--- src/rtl/pres_ctrl_pkg.sv ---
// Shared types and defaults for the PRESENT-80 round controller.
package pres_ctrl_pkg;

  localparam int NUM_ROUNDS_DEF = 31;
  localparam int RC_W_DEF       = 5;

  typedef enum logic [2:0] {
    IDLE  = 3'd0,
    LOAD  = 3'd1,
    ROUND = 3'd2,
    FINAL = 3'd3,
    HOLD  = 3'd4
  } state_e;

  typedef logic [RC_W_DEF-1:0] round_cnt_t;

endpackage

--- src/rtl/pres_round_counter.sv ---
// Loadable up/down round counter; load has priority over count enable.
module pres_round_counter #(
  parameter int W = 5
) (
  input  logic         clk,
  input  logic         srst,
  input  logic         load,
  input  logic [W-1:0] load_val,
  input  logic         en,
  input  logic         dir,
  output logic [W-1:0] cnt
);

  logic [W-1:0] cnt_q, cnt_d;

  // dir = 1 counts down (inverse key schedule order)
  always_comb begin
    cnt_d = cnt_q;
    if (load) begin
      cnt_d = load_val;
    end else if (en) begin
      cnt_d = dir ? (cnt_q - W'(1)) : (cnt_q + W'(1));
    end
  end

  always_ff @(posedge clk) begin
    if (srst) begin
      cnt_q <= '0;
    end else begin
      cnt_q <= cnt_d;
    end
  end

  assign cnt = cnt_q;

endmodule

--- src/rtl/present_round_ctrl.sv ---
// FSM sequencer for the iterative PRESENT-80 datapath (Moore outputs).
// Optional decryption support is enabled with `define PRES_DEC_EN.
module present_round_ctrl
  import pres_ctrl_pkg::*;
#(
  parameter int NUM_ROUNDS = NUM_ROUNDS_DEF,
  parameter int RC_W       = RC_W_DEF
) (
  input  logic            CLK,
  input  logic            RST,
  input  logic            start,
  output logic            busy,
  output logic            sel,
  output logic            load_en,
  output logic            round_en,
  output logic [RC_W-1:0] round_cnt,
  output logic            last_round,
  output logic            final_en,
  output logic            dout_valid,
  input  logic            dout_ack
`ifdef PRES_DEC_EN
  ,
  input  logic            dec,
  output logic            key_dir
`endif
);

  localparam logic [RC_W-1:0] CNT_LO = RC_W'(1);
  localparam logic [RC_W-1:0] CNT_HI = RC_W'(NUM_ROUNDS);

  state_e          state_q, state_d;
  logic            down;
  logic            accept_start;
  logic            cnt_load, cnt_en;
  logic [RC_W-1:0] cnt_val;
  logic [RC_W-1:0] first_cnt, final_cnt;

  assign accept_start = start && ((state_q == IDLE) || ((state_q == HOLD) && dout_ack));

`ifdef PRES_DEC_EN
  logic dec_q, dec_d;

  // Direction is frozen at the start edge for the whole block
  always_comb begin
    dec_d = dec_q;
    if (accept_start) dec_d = dec;
  end

  always_ff @(posedge CLK) begin
    if (RST) dec_q <= 1'b0;
    else     dec_q <= dec_d;
  end

  assign down    = dec_q;
  assign key_dir = dec_q;
`else
  assign down = 1'b0;
`endif

  assign first_cnt = down ? CNT_HI : CNT_LO;
  assign final_cnt = down ? CNT_LO : CNT_HI;

  always_comb begin
    state_d    = state_q;
    cnt_load   = 1'b0;
    cnt_val    = '0;
    cnt_en     = 1'b0;
    busy       = 1'b0;
    sel        = 1'b0;
    load_en    = 1'b0;
    round_en   = 1'b0;
    last_round = 1'b0;
    final_en   = 1'b0;
    dout_valid = 1'b0;
    unique case (state_q)
      IDLE: begin
        cnt_load = 1'b1;
        if (accept_start) state_d = LOAD;
      end
      LOAD: begin
        busy     = 1'b1;
        load_en  = 1'b1;
        cnt_load = 1'b1;
        cnt_val  = first_cnt;
        state_d  = ROUND;
      end
      ROUND: begin
        busy     = 1'b1;
        sel      = 1'b1;
        round_en = 1'b1;
        // Counter parks on the final value so it never wraps past it
        if (round_cnt == final_cnt) begin
          last_round = 1'b1;
          state_d    = FINAL;
        end else begin
          cnt_en = 1'b1;
        end
      end
      FINAL: begin
        busy     = 1'b1;
        sel      = 1'b1;
        final_en = 1'b1;
        cnt_load = 1'b1;
        state_d  = HOLD;
      end
      HOLD: begin
        busy       = 1'b1;
        dout_valid = 1'b1;
        cnt_load   = 1'b1;
        if (dout_ack) state_d = accept_start ? LOAD : IDLE;
      end
      default: begin
        cnt_load = 1'b1;
        state_d  = IDLE;
      end
    endcase
  end

  always_ff @(posedge CLK) begin
    if (RST) state_q <= IDLE;
    else     state_q <= state_d;
  end

  pres_round_counter #(
    .W(RC_W)
  ) u_cnt (
    .clk      (CLK),
    .srst     (RST),
    .load     (cnt_load),
    .load_val (cnt_val),
    .en       (cnt_en),
    .dir      (down),
    .cnt      (round_cnt)
  );

endmodule

--- config.mk ---
export PLATFORM = sky130hd
export DESIGN_NAME = present_round_ctrl
export DESIGN_NICKNAME = d
export VERILOG_FILES = /design/src/rtl/pres_ctrl_pkg.sv /design/src/rtl/pres_round_counter.sv /design/src/rtl/present_round_ctrl.sv
export SDC_FILE = /design/constraint.sdc
export NUM_CORES = 1
export LEC_CHECK = 0
export CAP_MARGIN = 10
export CORE_AREA = 4 4 41 43
export CTS_CLUSTER_DIAMETER = 50
export DETAILED_ROUTE_END_ITERATION = 6
export DIE_AREA = 0 0 45 47
export GPL_TIMING_DRIVEN = 0
export PLACE_DENSITY_LB_ADDON = 0.2
export RECOVER_POWER = 50
export SETUP_SLACK_MARGIN = 0.4
export SYNTH_ARGS = -nofsm -noshare
export SYNTH_HDL_FRONTEND = slang
export SYNTH_SLANG_ARGS = --single-unit
--- constraint.sdc ---
create_clock -name CLK -period 1.7 [get_ports CLK]
set_input_delay 0.255 -clock CLK [delete_from_list [all_inputs] [get_ports CLK]]
set_output_delay 0.255 -clock CLK [all_outputs]
set_load 0.005 [all_outputs]
---- Word level (Yosys, flattened, before mapping) ----
Cells that the tools add are included.
Widths: inputs -> output; s select.
word-level totals
  bits in registers ....................... 8
  input bits .............................. 4
  output and inout bits ................... 12
  word-level logic and storage cells ...... 37
operators by class
  add/sub/neg operators ................... 1
  equality and inequality tests ........... 9
  mux-type cells .......................... 18
  reductions and logical operators ........ 7
operators by type and width
  cell                 number
  $pmux 3 s5           1
  $mux 1               12
  $mux 5               2
  $mux 3               3
  $ne 2x2->1 const B   4
  $eq 3x2->1 const B   2
  $add 5x1->5 const B  1
  $eq 5x5->1 const B   1
  $reduce_or 4->1      1
  $eq 3x1->1 const B   1
  $eq 3x3->1 const B   1
  $logic_not 3->1      1
  $reduce_and 3->1     1
  $logic_and 1x1->1    2
  $reduce_or 2->1      1
  $logic_or 1x1->1     1

---- Logic depth before layout (Yosys ltp) ----
  depth after elaboration ................. 7
  depth in mapped cells ................... 7
  depth with buffers taken out ............ 6

---- Modules after synthesis ----
From an unflattened synthesis, not the netlist that was laid out.
second synthesis, totals
  cell total of the unflattened synthesis .. 67
  area, all modules ....................... 613.1 um^2
modules (own cells, without submodules)
  module              times used  cells an instance  area an instance (um^2)  sequential area each (um^2)
  pres_round_counter  1           41                 402.9                    100.1
  present_round_ctrl  1           26                 210.2                    60.1

---- Worst setup path before layout ----
OpenSTA, ideal clock, no wires.
  path kind ............................... reg2reg
  start point ............................. register u_cnt.cnt_q[0] (netlist: u_cnt.cnt[0])
  end point ............................... register u_cnt.cnt_q[0] (netlist: u_cnt.cnt[0])
  setup time .............................. 86 ps
  arrival time ............................ 1415 ps
  required time ........................... 1614 ps
  path slack .............................. 200 ps
  cell stages (with the launch flop) ...... 8
  path buffers ............................ 1
  period minus slack after synthesis ...... 1500 ps
  path through ............................ dfxtp_1 -> ha_1 -> and3_1 -> ha_1 -> buf_2 -> xnor2_1 -> nand3b_1 -> a211oi_1
between the ends
  longest elaborated chain between the ends .. 4
  elaborated cells between the ends (all ways) .. 7
  those cells by class .................... 1 x add/sub; 2 x eq/ne; 4 x mux
ends and longest elaborated chain
  element                                                              RTL line                  source
  start, declared                                                      pres_round_counter.sv:14  logic [W-1:0] cnt_q, cnt_d;
  start signal, assigned                                               pres_round_counter.sv:30  cnt_q <= cnt_d;
  parallel branches: the longest is 4 deep, another holds $add 5x1->5  n/a
Parallel ways; which one is timed is not known. The select of a mux whose other input is x is not followed.
A chain may end at the register's enable or synchronous reset.

---- Worst setup path after layout ----
  start point ............................. register u_cnt.cnt_q[0] (netlist: u_cnt.cnt[0])
  end point ............................... output last_round
between the ends
  longest elaborated chain between the ends .. 3
ends and longest elaborated chain
  element        RTL line                  source
  $eq 5x5->1     present_round_ctrl.sv:92  if (round_cnt == final_cnt) begin
  $mux 1         present_round_ctrl.sv:92
  $mux 1         present_round_ctrl.sv:75  unique case (state_q)
  end, declared  present_round_ctrl.sv:17  output logic last_round,
Every way passes these cells.

==> impl_metrics.yaml <==
finish:
  layout.cell_area.non_filler_um2: 777.0
  final_net_count: 85
  top_library_cells_by_usage_in_the_layout_fill_and_taps_aside: "sky130_fd_sc_hd__buf_4 (11), sky130_fd_sc_hd__dfxtp_1 (7), sky130_fd_sc_hd__nor2_1 (6)"
  syn2layout_area_growth_pct: 77.43
  layout.core_utilization: 0.5971
  layout.cells.most_common: "sky130_fd_sc_hd__buf_4"
  layout-drive-gt1-share: 0.5195
  final_cells: 92
  antenna-diode-count: 0
critical_path:
  worst_setup_path_startpoint: "u_cnt.cnt[0]"
  critPathSlowestCell: "sky130_fd_sc_hd__dfxtp_1"
  worst_setup_end_kind: "output port"
  reg_to_reg_start: "u_cnt.cnt[0]"
  critical_path.n_buffers_inverters: 2
  timing.setup.critical_path_class: "flip-flop to output port"
  critPathArrivalTime_ns: 1.37
  max_stage_delay_ns: 0.33
  worstPathMaxFanout: 2
  cp_data_required_time_ns: 1.44
  worstPathCellList: "ha_4 > and3_4 > ha_4 > buf_6 > and2_4 > buf_6"
  start_kind: "flip-flop"
  critical-path-top-delay-family: "flip-flops"
route:
  detail_route.drc_violations: 0
  antenna_left: 0
  vias: 426
  drt_first_pass_iters: 3
  number_of_design_rule_violations_left_by_the_first_detailed_router_iteration: 1
  detail_route.wirelength_um: 1062
  avgViaCountPerCell: 4.630
  drt-wirelength-per-cell_um: 11.54
sta:
  max-slew-margin-rel: 0.8476
  skew_ns: 0.004660
  rsz_0062_raised_after_global_routing: "true"
  fin_hold_ws_ns: 0.5431
  finalSetupTns_ns: 0
  layout_worst_path_cycle_share: 0.9576
  setup_viol_count_final: 0
  timing.final.ws_setup_ns: 0.07208
  fmaxAchievable_mhz: 614.3
  finalHoldViolations: 0
  tightest_slew_ns: 0.2279
  layout_min_cycle_time_ns: 1.628
  timing.final.max_slew_violations: 0
yosys:
  synth_top_area_frac: 0.3657
  synth.top_cells.by_area: "sky130_fd_sc_hd__dfxtp_1 (37%), sky130_fd_sc_hd__xnor2_1 (8.0%), sky130_fd_sc_hd__mux2i_1 (6.9%)"
  post_synth_instance_area_um2: 437.9
  netlist-cell-type-count: 23
  synth_area_leader_cell: "sky130_fd_sc_hd__dfxtp_1"
  synth-warning-count: 0
  postSynthCellCount: 47
  synth-xor-area-share: 0.1000
  simple_gate_area_share_of_the_yosys_netlist: 0.2943
  ys_ff_latch: 8
  synth_compound_area_frac: 0.05714
  syn-num-nets: 53
  synthAdderAreaFrac: 0.05714
  synthesis.area_per_instance_um2: 9.317
  synth.mux.area_fraction: 0.06857
  largest_family_of_logic_cells_by_synthesized_area: "simple AND/OR/NAND/NOR gates"
  ys_seq_area_frac: 0.3657
placed_design:
  pre_cts_slack_ns: -0.09402
  detailedPlacementHpwl_um: 674.6
  placed_area_um2: 645.6
  globalplace.congestion: 0.6421
  placement.io_buffers: 15
  placed_cells: 77
min_path:
  min-delay-start: "u_cnt.cnt[3]"
  holdCritPathClass: "flip-flop to flip-flop"
clock_tree:
  tritoncts.num_buffers: 3
  cell_chosen_for_the_clock_root: "sky130_fd_sc_hd__clkbuf_4"
  path_clk_slew_ns: 0.05
  ctsLongestPathBuffers: 2
  cts_tree: "yes"
  clkSinkCount: 8
  worst_skew_pair.late_latency_ns: 0.25
  htreeDepth: 1
  cts_hold_repair.buffers: 0
floorplan:
  rows: 13
  core-area_mm2: 0.001301
  start_util: 0.3365
  io_pins: 16
  chipHeight_um: 47
  die-width_um: 45
  die_area_mm2: 0.002115
power_and_ir_drop:
  switching_fraction_of_total_power: 0.2713
  power.leakage_nw: 0.3352
  intPower_mw: 0.3600
  combPwrFrac: 0.304
  seqPwrFrac: 0.408
  clkPwrFrac: 0.288
  total_power_mw: 0.4940
  p_per_area_mw_per_mm2: 635.8
  net-switching-power_mw: 0.1340
  max-vdd-ir-drop_uv: 321.8
global_route:
  initial_antenna_violation_count: 0
  globalRoute.totalOverflow: 0
  number_of_global_route_vias_before_repair: 440
  grt_start_max_net_pins: 11
  global_route_wire_length_before_repair_um: 1780
  gr-usage-all-layers: 0.1211
job:
  maxCapViolations: 0
status:
  status: "complete, no violations"
worst paths after layout:
kind / endpoint / slack (ns) / cells past startpoint
worst max-delay path: last_round / 0.07 / 6
worst min-delay path: u_cnt.cnt[3] / 0.54 / 2
worst max register to register: u_cnt.cnt[0] / 0.17 / 8
worst min register to register: u_cnt.cnt[3] / 0.54 / 2
state kept, by name, indices dropped and copies added (netlist names):
| name | flops |
|---|---|
| state_q | 3 |
| u_cnt.cnt | 5 |
worst register-to-register path: cells and delay by family (launching register included):
family	cells	cell delay [ns]
flops	1	0.33
fa+ha+maj	2	0.31
simple gates	2	0.25
buf+inv	2	0.24
compound gates	1	0.19
xor+xnor	1	0.14
cells by family after synthesis:
| kind of cell | Yosys count |
|---|---|
| compound gates | 3 |
| xor+xnor | 5 |
| fa+ha+maj | 2 |
| buf+inv | 5 |
| flops | 8 |
| mux | 3 |
| simple gates | 21 |
cell type report:
| type | count | area (µm²) |
|---|---|---|
| Multi-Input combinational cell | 34 | 315.3 |
| Buffer | 3 | 22.52 |
| Fill cell | 137 | 524.3 |
| Clock buffer | 3 | 22.52 |
| Timing Repair Buffer | 27 | 225.2 |
| Inverter | 2 | 8.758 |
| Sequential cell | 8 | 163.9 |
| Tap cell | 15 | 18.77 |
power by group through the flow:
stage	registers (mW)	logic, mW	clock network, mW
floorplan	0.210	0.0730	0
global placement	0.210	0.129	0
detailed placement	0.211	0.130	0
CTS	0.202	0.157	0.149
global route	0.203	0.167	0.161
finish	0.202	0.150	0.142
synth_stat cells (all sizes together):
master,number
a22oi,1
nand2,1
or3,1
xnor2,4
a211oi,1
ha,2
nor3b,1
nor3,2
and3,1
xor2,1
dfxtp,8
nor2,8
nand2b,2
nor2b,1
mux2i,3
inv,2
buf,3
nand4b,1
and2,2
nand3b,1
o22a,1
repair_timing:
action / in CTS / in global routing
buffers inserted: 12 / 0
gates resized for setup: 47 / 9
setup endpoints to repair: 16 / 13
pin swaps: 6 / 1
metal layers:
metal	wire length [µm]	global-route usage	up-vias
met5	0	0	-
met4	10	0.08772	0
met3	57	0.02682	2
met2	561	0.2232	11
met1	432	0.1190	197
li1	-	-	216
Note: power is estimated with default switching activity, not from simulation.
